===== src/rtl/mealy_seq_detect.sv =====
// Mealy serial pattern detector whose KMP transition table is built at elaboration.
// Define MEALY_SEQ_COUNT_EN to build the saturating match counter; otherwise match_count is tied to 0.
module mealy_seq_detect #(
    parameter int             N       = 4,
    parameter logic [N-1:0]   PATTERN = 4'b1010,
    parameter int             OVERLAP = 1,
    parameter int             CNT_W   = 8
) (
    input  logic             clk,
    input  logic             rst,
    input  logic             en,
    input  logic             data,
    output logic             detected,
    output logic [CNT_W-1:0] match_count
);

    localparam int SW = $clog2(N);

    generate
        if (N < 2 || N > 16) begin : g_bad_n
            $error("mealy_seq_detect: N must be in 2..16");
        end
        if (CNT_W < 1 || CNT_W > 32) begin : g_bad_cnt_w
            $error("mealy_seq_detect: CNT_W must be in 1..32");
        end
    endgenerate

    // Next state after receiving bit b with s pattern bits matched. Covers the
    // extend case, the KMP fallback on a mismatch, and the post-match state.
    function automatic int kmp_next(input int s, input logic b);
        logic [15:0] str;
        int          result;
        logic        ok;
        str    = '0;
        result = 0;
        for (int i = 0; i < 16; i++) begin
            if (i < s) str[i] = PATTERN[N-1-i];
        end
        str[s] = b;
        if (s < N - 1 && b == PATTERN[N-1-s]) begin
            result = s + 1;
        end else if (s == N - 1 && b == PATTERN[0] && OVERLAP == 0) begin
            result = 0;
        end else begin
            for (int k = 1; k < 16; k++) begin
                if (k <= s) begin
                    ok = 1'b1;
                    for (int j = 0; j < 16; j++) begin
                        if (j < k && str[s+1-k+j] != PATTERN[N-1-j]) ok = 1'b0;
                    end
                    if (ok) result = k;
                end
            end
        end
        return result;
    endfunction

    logic [SW-1:0] nxt0 [N];
    logic [SW-1:0] nxt1 [N];

    genvar gi;
    generate
        for (gi = 0; gi < N; gi++) begin : g_tbl
            assign nxt0[gi] = SW'(kmp_next(gi, 1'b0));
            assign nxt1[gi] = SW'(kmp_next(gi, 1'b1));
        end
    endgenerate

    logic [SW-1:0] state_q;
    logic [SW-1:0] state_d;
    logic          detected_q;
    logic          match;

    always_comb begin
        state_d = state_q;
        match   = 1'b0;
        if (en) begin
            state_d = '0;
            for (int i = 0; i < N; i++) begin
                if (state_q == SW'(i)) state_d = data ? nxt1[i] : nxt0[i];
            end
            match = (state_q == SW'(N - 1)) && (data == PATTERN[0]);
        end
    end

    always_ff @(posedge clk) begin
        if (rst) begin
            state_q    <= '0;
            detected_q <= 1'b0;
        end else begin
            state_q    <= state_d;
            detected_q <= match;
        end
    end

    assign detected = detected_q;

`ifdef MEALY_SEQ_COUNT_EN
    logic [CNT_W-1:0] count_q;

    always_ff @(posedge clk) begin
        if (rst) begin
            count_q <= '0;
        end else if (match && count_q != {CNT_W{1'b1}}) begin
            count_q <= count_q + CNT_W'(1);
        end
    end

    assign match_count = count_q;
`else
    assign match_count = '0;
`endif

endmodule


===== config.mk =====
export PLATFORM = sky130hd
export DESIGN_NAME = mealy_seq_detect
export DESIGN_NICKNAME = d
export VERILOG_FILES = /design/src/rtl/mealy_seq_detect.sv
export SDC_FILE = /design/constraint.sdc
export NUM_CORES = 1
export LEC_CHECK = 0
export CORE_AREA = 2 2 39 41
export DETAILED_ROUTE_END_ITERATION = 10
export DIE_AREA = 0 0 41 43
export GPL_ROUTABILITY_DRIVEN = 0
export PLACE_DENSITY_LB_ADDON = 0.12
export RECOVER_POWER = 100
export SLEW_MARGIN = 15
export SYNTH_ARGS = -nofsm -noshare
export SYNTH_HDL_FRONTEND = slang
export SYNTH_SLANG_ARGS = --single-unit

===== constraint.sdc =====
create_clock -name clk -period 1.6 [get_ports clk]
set_clock_uncertainty 0.2 [all_clocks]
set_input_delay 0.24 -clock clk [delete_from_list [all_inputs] [get_ports clk]]
set_output_delay 0.24 -clock clk [all_outputs]
set_load 0.01 [all_outputs]

[After elaboration in Yosys (flattened, before gate mapping)]
Cells that the tools add are included.
Word-level totals
  register bits after elaboration: 3
  bits of input ports: 4
  output and inout port bits: 9
  word-level logic and storage cells: 17
Operators by class
  equality and inequality tests: 3
  multiplexer cells: 7
  bitwise operators: 2
  reductions and logical operators: 3
Operators with widths (count)
  2-to-1 mux 2 bit: 5
  == test 2 bit (second input constant): 2
  == test 2 x 1 -> 1 bit (second input constant): 1
  logical NOT 2 bit: 1
  2-to-1 mux 1 bit: 2
  NOT 1 bit: 2
  OR reduction 2 bit: 1
  logical AND 1 bit: 1

[Longest topological paths before layout]
Gate-level depths: netlist of run 1.
  depth after elaboration: 5
  mapped depth: 3
  mapped depth without buffers: 3

[Worst setup path before layout of run 1]
Ideal clock, no wire load.
  path kind: reg2reg
  start point: register state_q[0]
  end point: register state_q[1]
  library setup time: 120 ps
  data arrival time: 526 ps
  data required time: 1280 ps
  setup slack: 754 ps
  cell stages (with the launch flop): 4
  path buffers: 0
  clock period less this slack: 846 ps
  cell sequence: dfxtp_1 > nor2b_1 > o21ai_1 > a21oi_1
Between the ends
  cells in the longest elaborated chain, start to end: 4
  elaborated cells between the ends (all ways): 6
  classes of those cells: eq/ne: 3; mux: 3
RTL lines
  start: declaration: line 69  | logic [SW-1:0] state_q;
  start signal: assignment: line 91  | state_q <= state_d;
  == test 2 x 1 -> 1 bit: line 80  | if (state_q == SW'(i)) state_d = data ? nxt1[i] : nxt0[i];
  2-to-1 mux 2 bit (2 in a row): line 80
  2-to-1 mux 2 bit (*): line 80
Every way passes the cells marked *; elsewhere a longest branch is shown, timed or not.
A chain may end at the register's enable or synchronous reset.

[Worst setup path in the final report of run 1]
  start point: register detected_q, in the netlist detected
  end point: output detected
RTL lines
  start: declaration: line 71  | logic detected_q;
  start signal: assignment: line 92  | detected_q <= match;
  end: declaration: line 13  | output logic detected,
No word-level cell between the ends.

==> reports/summary.md, run 1 <==
Largest area contributor in the netlist: sky130_fd_sc_hd__dfxtp_1. After synthesis the netlist holds a flip-flop and latch count of 3. The routed design has 271 um of wire. Counting tap cells, the placed design contains a total of 39 instances. For the count of unresolved DRC violations after routing, the log shows 0. Count of pins over their slew limit: 0. The cell area after synthesis was 178 um2; the post-synthesis share of cell area spent on and, or, nand and nor gates was 16.9%. The average size of a mapped cell is 8.88 um2. Traced cell by cell, the critical path runs through clkdlybuf4s50_1.

The first global-routing pass estimated 441 um of wire. Post-CTS repair changed the size of 0 cells. The run finished with clean final reports.

Critical path endpoint category: an output port. IR analysis of the VDD net gives a maximum drop of 268 uV. Data arrives at the worst endpoint at 1040 ps. Using the TritonRoute via totals, the vias-per-cell ratio works out to 2.81.

On the worst path, the slowest cell contributes a delay of 520 ps. The share of the synthesized netlist area taken by xor and xnor gates came out at 0%. At the worst endpoint, the required time is 1160 ps. The count of antenna diodes in the layout was 0; the time the worst path needs with I/O delays and setup was 1480 ps. The tools report the deepest level of the CTS H-tree as 1.

The largest fanout on the critical path was 1. In this run the remaining antenna-violating nets after routing total 0. Share of the synthesized area in the top cell type: 33.8%. Max-cap violations in this run came to 0. The die is 41 um wide. Multiplexer cells account for 5.63% of the synthesized area. The number of buffers and inverters on the critical path was 1. Sorting the synthesized cells by area gives the leading types as sky130_fd_sc_hd__dfxtp_1, sky130_fd_sc_hd__buf_4, sky130_fd_sc_hd__nor3b_2. The worst hold path belongs to the class flop to flop. The total count of hold-check failures in the final report is 0, and the post-synthesis adder-cell area fraction is 0%. The worst setup path is launched from a flop. For this design, the CTS-stage hold fixing added 0 buffers. At the end of the flow, the number of nets in the layout was 32. The clock passes through at most 2 buffers. Number of setup buffers added after CTS: 0. The number of distinct library cell variants in the gate-level netlist after synthesis is 11. The reported leakage power was 0.0996 nW. The floorplan has 14 rows.

Clock-pin slew was measured on the worst setup and hold paths at 40 ps. The number of violations reported at the end of detailed-routing iteration 0 was 0. Type of the worst setup path: flop to output port. The count of buffers from port buffering came out at 4. Setup repair after global routing left no endpoint under its margin.

Count of TritonRoute iterations in the first routing pass: 1. Cells fill 16.3% of the core in the end. By area, the combinational part of the netlist is dominated by buffers and inverters.

For this run, the top clock speed supported by timing is 674 MHz. The full die area is 0.00176 mm2. Entering global routing, the biggest net connects 4 pins. The kind of cell with the highest combined delay along the critical path is buffers and inverters. The logs give 0 for the warning count from the yosys run and 0 for the global route total overflow. The run gives 0 ps as the sum of negative setup slack. Setup violations remaining at the end of the flow were counted as 0. Of the cells placed in the final design, the portion with a size suffix greater than 1 is 11.1%. The number of antenna violations at the first check in global routing is 0. 13 I/O pins were placed. The library cell contributing the largest single delay on the critical path was sky130_fd_sc_hd__clkdlybuf4s50_1. The synthesis-to-layout area growth is 26.8%. The routed layout has 121 vias. The y dimension of the die is 43 um. TritonCTS built the clock tree. Counting every instance in the synthesized netlist gives 20.

TritonCTS created 3 clock buffers. After layout, the worst path uses 92.8% of the clock period. In the final routed layout, each cell accounts on average for 6.30 um.

For the filler-free cell count of the finished design, the log shows 43. The tree is rooted in a sky130_fd_sc_hd__clkbuf_4. The starting utilization of the core area was 12.8%. The run gives 116 as the number of global-route vias before repair. Sequential cells were found to cover 33.8% of the synthesized design area.

Insertion delay of the later-clocked pin in the worst-skew pair: 240 ps. Summing the areas of all compound-gate instances in the mapped netlist gives 5.63% of the synthesized area. The core footprint came out at 0.00138 mm2. Dividing total power by cell area gives a power density of 1060 mW/mm2.

The aggregate global-route resource usage is 4.71%, and the number of clock sinks seen by CTS is 3.
## final timing paths
kind,from,endpoint,slack (ps),cells past startpoint
worst max-delay path,detected,detected,120,1
worst min-delay path,state_q[1],state_q[1],290,2
worst max register to register,state_q[0],state_q[1],670,3
worst min register to register,state_q[1],state_q[1],290,2
## metal layers
| layer | track usage, % | vias to the layer above | share of wire, % |
|---|---|---|---|
| met3 | 7.85 | 0 | 17 |
| met1 | 4.47 | 49 | 40 |
| li1 | - | 61 | - |
| met2 | 4.69 | 11 | 42 |
| met5 | 0 | - | 0 |
| met4 | 2.00 | 0 | 0 |
## cell families (layout without fill, tap and decap cells)
family | count (synthesis) | in the layout
muxes | 1 | 1
buffers and inverters | 9 | 9
DFF | 3 | 3
other | 1 | 8
and+or+nand+nor | 4 | 4
AOI/OAI and AO/OA | 2 | 2
## cell usage after synthesis
cell / count
sky130_fd_sc_hd__inv_1: 1
sky130_fd_sc_hd__a21oi_1: 1
sky130_fd_sc_hd__dfxtp_1: 3
sky130_fd_sc_hd__nor2b_1: 1
sky130_fd_sc_hd__nand3b_1: 1
sky130_fd_sc_hd__o21ai_1: 1
sky130_fd_sc_hd__buf_4: 8
sky130_fd_sc_hd__nor3b_2: 1
sky130_fd_sc_hd__conb_1: 1
sky130_fd_sc_hd__nor2_1: 1
sky130_fd_sc_hd__mux2i_1: 1
## stage by stage
step / setup slack (ps) / power (W) / area (um2) / hold WS (ps)
floorplan: 754 / 0.000107 / 204 / 109
global placement: 262 / 0.000103 / 204 / 278
detailed placement: 264 / 0.000103 / 204 / 280
CTS: 99.8 / 0.000250 / 230 / 304
global route: 78.0 / 0.000257 / 225 / 318
finish: 115 / 0.000238 / 225 / 286
## flip-flops by register name (all words and copies together) (netlist names)
register  flops
state_q       2
detected      1
## placed cells by master (no fill, tap or decap), drive strengths merged
cell,instances
conb,8
clkbuf,4
dfxtp,3
clkdlybuf4s50,3
mux2i,1
nor2,1
nand3b,1
inv,1
nor2b,1
o21ai,1
a21oi,1
nor3b,1
dlygate4sd3,1
## where the power goes
group          switching (W)  internal, W
clock network      0.0000434    0.0000938
logic              0.0000132   0.00000933
registers         0.00000132    0.0000773
total              0.0000580     0.000180
## final cells by class
cell class,instances,area [um2]
flip-flops and latches,3,60.1
repair buffers,4,40.0
multi-input cells,15,75.1
well taps,16,20.0
clock buffers,4,26.3
inverters,1,3.75
fillers,165,1160
(Power assumes the default switching activity.)
==> run 2, diff against run 1 <==
Settings changed: CAP_MARGIN set to 10.
==> results of run 2 <==
The final DEF is identical to that of run 1; final timing and power are the same.
